File: src/rtl/branch_target_buffer.sv
// -----------------------------------------------------------------------------
// branch_target_buffer
//
// Direct-mapped 16-entry branch target buffer with fetch-side prediction and
// EX-side resolution. Each entry holds valid, tag (pc[31:6]), target and a
// direction counter indexed by pc[5:2]. A small tracking pipe carries each
// fetch prediction through ID and EX. A wrong prediction resolved in EX raises
// a one-cycle registered redirect to fetch.
//
// Configuration:
//   BTB_2BIT_COUNTER_EN  defined   -> 2-bit saturating counters (reset 2'b01,
//                                     allocate 2'b10, predict taken on msb)
//                        undefined -> 1-bit last-outcome bit (reset 0,
//                                     allocate 1)
//
// Ports:
//   clk, reset           rising-edge clock, synchronous active-high reset
//   if_pc                fetch PC being looked up
//   stall                1 = IF/ID held, tracking pipe does not advance
//   pred_taken           combinational: redirect fetch to pred_target
//   pred_target          combinational predicted target, 0 when not taken
//   ex_valid             EX stage holds a live instruction
//   ex_is_branch         EX instruction is a conditional branch or jump
//   ex_pc                PC of the EX instruction
//   ex_taken, ex_target  resolved direction / taken target in EX
//   btb_miss             registered one-cycle redirect pulse
//   btb_pass             {1'b0, redirect_taken, redirect_pc}, 0 unless btb_miss
// -----------------------------------------------------------------------------
module branch_target_buffer (
    input  logic        clk,
    input  logic        reset,
    input  logic [31:0] if_pc,
    input  logic        stall,
    output logic        pred_taken,
    output logic [31:0] pred_target,
    input  logic        ex_valid,
    input  logic        ex_is_branch,
    input  logic [31:0] ex_pc,
    input  logic        ex_taken,
    input  logic [31:0] ex_target,
    output logic        btb_miss,
    output logic [33:0] btb_pass
);

    localparam int ENTRIES = 16;
    localparam int TAG_W   = 26;

`ifdef BTB_2BIT_COUNTER_EN
    localparam int               CTR_W     = 2;
    localparam logic [CTR_W-1:0] CTR_RESET = 2'b01;
    localparam logic [CTR_W-1:0] CTR_ALLOC = 2'b10;
`else
    localparam int               CTR_W     = 1;
    localparam logic [CTR_W-1:0] CTR_RESET = 1'b0;
    localparam logic [CTR_W-1:0] CTR_ALLOC = 1'b1;
`endif

    typedef struct packed {
        logic        taken;
        logic [31:0] target;
    } pred_t;

    // Saturating up/down step. With a 1-bit counter this degenerates to
    // "remember the last outcome", so both configurations share it.
    function automatic logic [CTR_W-1:0] ctr_next(input logic [CTR_W-1:0] c,
                                                  input logic             taken);
        if (taken)
            return (&c) ? c : c + 1'b1;
        else
            return (|c) ? c - 1'b1 : c;
    endfunction

    logic [ENTRIES-1:0] valid_q;
    logic [TAG_W-1:0]   tag_q    [ENTRIES];
    logic [31:0]        target_q [ENTRIES];
    logic [CTR_W-1:0]   ctr_q    [ENTRIES];

    pred_t id_slot_q;
    pred_t ex_slot_q;
    pred_t pred_now;

    // PC byte-offset bits never take part in indexing or tagging.
    logic unused_pc_bits;
    assign unused_pc_bits = ^{if_pc[1:0], ex_pc[1:0]};

    // ---------------------------------------------------------------- lookup
    // Reads the registered table directly, so a write to the same index in
    // this cycle is not visible until the next one.
    logic [3:0] if_idx;
    logic       if_hit;

    assign if_idx      = if_pc[5:2];
    assign if_hit      = valid_q[if_idx] && (tag_q[if_idx] == if_pc[31:6]);
    assign pred_taken  = if_hit && ctr_q[if_idx][CTR_W-1];
    assign pred_target = pred_taken ? target_q[if_idx] : 32'd0;
    assign pred_now    = {pred_taken, pred_target};

    // ------------------------------------------------------------ resolution
    logic [3:0]  ex_idx;
    logic        ex_tag_match;
    logic        ex_hit;
    logic        live;
    logic        mispredict;
    logic        redirect_taken;
    logic [31:0] redirect_pc;

    assign ex_idx       = ex_pc[5:2];
    assign ex_tag_match = (tag_q[ex_idx] == ex_pc[31:6]);
    assign ex_hit       = valid_q[ex_idx] && ex_tag_match;

    // While the redirect pulse is out, EX holds a wrong-path instruction.
    assign live = ex_valid && !btb_miss;

    // NOTE: every always_comb output gets a default first so no path leaves it
    // unassigned, which would otherwise infer a latch.
    always_comb begin
        mispredict = 1'b0;
        if (live) begin
            if (ex_is_branch)
                mispredict = (ex_taken != ex_slot_q.taken) ||
                             (ex_taken && (ex_target != ex_slot_q.target));
            else
                mispredict = ex_slot_q.taken;
        end
    end

    assign redirect_taken = ex_is_branch && ex_taken;
    assign redirect_pc    = redirect_taken ? ex_target : ex_pc + 32'd4;

    // ------------------------------------------- tracking pipe and redirect
    // NOTE: clocked state uses non-blocking assignments so every register
    // samples the pre-edge values of the others, independent of block order.
    always_ff @(posedge clk) begin
        if (reset) begin
            id_slot_q <= '0;
            ex_slot_q <= '0;
            btb_miss  <= 1'b0;
            btb_pass  <= '0;
        end else begin
            btb_miss <= mispredict;
            btb_pass <= mispredict ? {1'b0, redirect_taken, redirect_pc} : 34'd0;
            // The flush wins over stall: both slots hold wrong-path guesses.
            if (btb_miss) begin
                id_slot_q <= '0;
                ex_slot_q <= '0;
            end else if (!stall) begin
                id_slot_q <= pred_now;
                ex_slot_q <= id_slot_q;
            end
        end
    end

    // ---------------------------------------------------------- table update
    // NOTE: the table is a small flop array, not a RAM macro, so every entry
    // is cleared by reset; a known counter/tag state is needed after reset.
    always_ff @(posedge clk) begin
        if (reset) begin
            valid_q <= '0;
            for (int i = 0; i < ENTRIES; i++) begin
                tag_q[i]    <= '0;
                target_q[i] <= '0;
                ctr_q[i]    <= CTR_RESET;
            end
        end else if (live) begin
            if (ex_is_branch) begin
                if (ex_hit) begin
                    ctr_q[ex_idx] <= ctr_next(ctr_q[ex_idx], ex_taken);
                    if (ex_taken)
                        target_q[ex_idx] <= ex_target;
                end else if (ex_taken) begin
                    valid_q[ex_idx]  <= 1'b1;
                    tag_q[ex_idx]    <= ex_pc[31:6];
                    target_q[ex_idx] <= ex_target;
                    ctr_q[ex_idx]    <= CTR_ALLOC;
                end
            end else if (ex_slot_q.taken && ex_tag_match) begin
                // A non-branch was predicted taken: the entry aliases it.
                valid_q[ex_idx] <= 1'b0;
            end
        end
    end

endmodule
File: config.mk
export PLATFORM = sky130hd
export DESIGN_NAME = branch_target_buffer
export DESIGN_NICKNAME = d
export VERILOG_FILES = /design/src/rtl/branch_target_buffer.sv
export SDC_FILE = /design/constraint.sdc
export NUM_CORES = 2
export LEC_CHECK = 0
export CORE_MARGIN = 2
export CORE_UTILIZATION = 50
export DETAILED_ROUTE_END_ITERATION = 8
export HOLD_SLACK_MARGIN = 0.06
export MAX_ROUTING_LAYER = met4
export PLACE_DENSITY = 0.68
export SYNTH_ARGS = -nofsm -noshare
export SYNTH_HDL_FRONTEND = slang
export SYNTH_SLANG_ARGS = --single-unit
File: constraint.sdc
create_clock -name clk -period 6.4 [get_ports clk]
set_input_delay 1.6 -clock clk [delete_from_list [all_inputs] [get_ports clk]]
set_output_delay 1.6 -clock clk [all_outputs]
set_load 0.005 [all_outputs]
==> impl_results.md <==
- FMAX: around 0.15 GHz
- Reg-to-reg setup timing slack: between 2 and 2.5 ns
- Vias/cell: 6.32
- Initial antenna violation count: 18
- Yosys reg bits: 1060
- DP Cell Count: 5148
- Leak Pwr: 21.4 nW
- Final min period: 6.56 ns
- # port buffers: 166
- Async S/R FF share, synth: 0
- Post-synthesis cell area: approximately 0.052 mm^2
- Worst Tran Pin Value: 1.13 ns
- CP Class: in -> out
- CP Capture Point: pred_target[20]
- Critical R2R Capture: tag_q[12][16]
- Via count: 33900
- Fillers: 8012
- Final non-filler cell total: roughly 5400
- TritonCTS buffer count: 107
- Number of flops mapped to enable cells by yosys: 944
- Critical Path AT: just under 5 ns
- Syn Area/Cell: between 10 and 15 um^2
- Setup WS post-layout: -0.158 ns
- Longest Clk Path Bufs: 3
- Initial core utilization: 0.503
- Dpl hpwl: 105000 um
- Maximum vdd ir drop: 0.000228 V
- Distinct cells, synth: 49
- GR Util All Layers: 0.320
- Drt drc: 0
- Layout Utilization: 0.585
- Gpl congestion: 0.914
- Root buf cell: clkbuf_16
- Clk sinks: 1060
- Clock Skews: 0.0232 ns
- Area Growth Syn to Fin: 16.2%
- Failing checks: setup timing
- Crit path from: if_pc[2]
- Layout cells sized above 1: 0.235
- Startpoint types: input port
- Status: finished with violations
- Post-synth top area share: 0.544
- Htree depth: 3
- Top FF cell, synth: edfxtp_1
- Largest net degree at the start of global routing: 96
- Mapped Nets: 3802
- CTS tree: built
- Synth area leaders: edfxtp_1 (54%), mux4_2 (14%), and2_1 (11%), dfxtp_1 (4.5%), mux2i_1 (3.0%)
- Unrepaired setup endpoints after global routing: yes
- Worst hold slack: just under 0.5 ns
- Mean routed wirelength per cell: 31.0 um
- Worst setup EP type: output port
- R2r startpoint: tag_q[11][22]
- Post-DRT Antenna Nets: 0
- Die height: 327 um
- Pre-CTS setup slack: -0.448 ns
- Most frequent cell after synthesis: edfxtp_1
- Core ar.: 0.103 mm^2
- Full die area: approximately 0.11 mm^2
- Synth Warn #: 0
- Max-Cap Viols: 0
- First-pass GRT wire length: 237000 um
- TritonRoute pass-1 iters: 5
- CTS Hold Bufs: 0
- I/O pin total: 170
- Nets: 3995
- CP Data Required Time: 4.80 ns
- Synth Instances: around 3700
- Area leader, netlist: edfxtp_1
- Final hold violations: 0
- Hold Crit Class: reg -> reg
- Vias in the first global route: 33300
- Final slew viol count: 0
- Top cells by count, synth: edfxtp_1 (944), and2_1 (886), mux4_2 (315), clkbuf_1 (295), mux2i_1 (156)
- Rows: approximately 120
- Congestion Overflow GR: 0
- FF-to-FF path depth: 11
- Clk slew on worst S/H paths: around 0.06 ns
- Post-synthesis sequential area ratio: 0.589
- Slew headroom: 0.245
- Final wirelength: roughly 170000 um
- Die Wd: ~330 um
- Crit share post-route: 1.02
- Crit-path max FO: 17
- Clock Latency Late Sink: 0.70 ns
- Initial drt markers: 4847
- Final setup viols: 26
- Cell Pwr Density: 263 mW/mm^2
-- registers in the layout, indices dropped and copies added, names as in the netlist, named ones only --
register	flops
btb_miss	1
ctr_q	16
target_q	512
id_slot_q	33
tag_q	416
ex_slot_q	33
btb_pass	33
-- layer usage --
metal / vias up / track usage / wire length [um]
li1: 14100 / - / -
met1: 17300 / 0.438 / 64300
met2: 2125 / 0.473 / 75300
met3: 315 / 0.0771 / 20300
met4: 0 / 0.107 / 6200
met5: - / - / 0
-- report_power, final --
| group | internal, mW | total (mW) | switching (mW) |
|---|---|---|---|
| registers | 7.84 | 7.97 | 0.128 |
| clock network | 3.51 | 6.19 | 2.68 |
| logic | 0.771 | 1.76 | 0.988 |
-- cells in the final DEF (no fill, tap or decap), drive strengths merged, types with 58 or more instances in the layout --
| cell | n |
|---|---|
| buf | 308 |
| dfxtp | 116 |
| clkbuf | 143 |
| and2 | 886 |
| xnor2 | 60 |
| nand2 | 86 |
| mux4 | 315 |
| nor4 | 58 |
| clkdlybuf4s50 | 136 |
| nor2 | 119 |
| mux2i | 156 |
| edfxtp | 944 |
-- critical path, cell delays in order --
cell and delay, ns:
buf_16 0.14, buf_12 0.15, mux4_2 0.50, mux4_2 0.52
xnor2_2 0.17, buf_6 0.14, nand4_1 0.16, nor4_4 0.30
buf_4 0.18, nand4_1 0.11, buf_6 0.14, buf_12 0.16
nor2_1 0.14, clkdlybuf4s50_1 0.51
-- cell type report --
cell class	count	area (um^2)	share of cell area
clock inverter	53	439	0.00726
antenna	9	22.5	0.000372
inverter	7	26.3	0.000434
clock buffer	142	2990	0.0494
sequential	1060	30700	0.507
multi-input combinational	2246	20200	0.333
tap	1380	1730	0.0285
timing repair buffer	467	4500	0.0744
-- metrics by stage --
stage | instance area, um^2 | total power [mW] | TNS, ns
final | 60500 | 15.9 | -1.78
after floorplan | 52100 | 9.02 | 0
after detailed placement | 56900 | 9.82 | -13.89
after global placement | 56900 | 9.79 | -17.52
after global routing | 60500 | 16.3 | -4.00
after CTS | 60400 | 15.9 | -2.33
-- how the worst min path moves through the flow --
stage	startpoint	slack [ns]	cells past startpoint	endpoint
after CTS	id_slot_q[12]	0.48	2	id_slot_q[12]
after global placement	id_slot_q[32]	0.46	2	id_slot_q[32]
after detailed placement	id_slot_q[10]	0.47	2	id_slot_q[10]
after global routing	id_slot_q[7]	0.51	2	id_slot_q[7]
final	id_slot_q[13]	0.48	2	id_slot_q[13]
after floorplan	id_slot_q[31]	0.45	2	id_slot_q[31]
-- kinds of logic (layout without fill, tap and decap cells) --
logic type,Yosys count,in the layout,synth area share
AND/OR/NAND/NOR,1365,1365,0.153
flip-flops,1060,1060,0.589
buffers and inverters,390,669,0.0297
XOR/XNOR,100,100,0.0168
adder cells (fa/ha/maj),4,4,0.000961
AO/OA/AOI/OAI,252,252,0.0337
multiplexers,524,524,0.178
other,1,10,0.0000720
-- repair_timing --
item,in CTS,in global routing
resized for setup,33,10
cloned,1,0
setup endpoints to repair,33,23
pin swaps,1,0
buffers inserted,7,4
(Power assumes the default switching activity.)
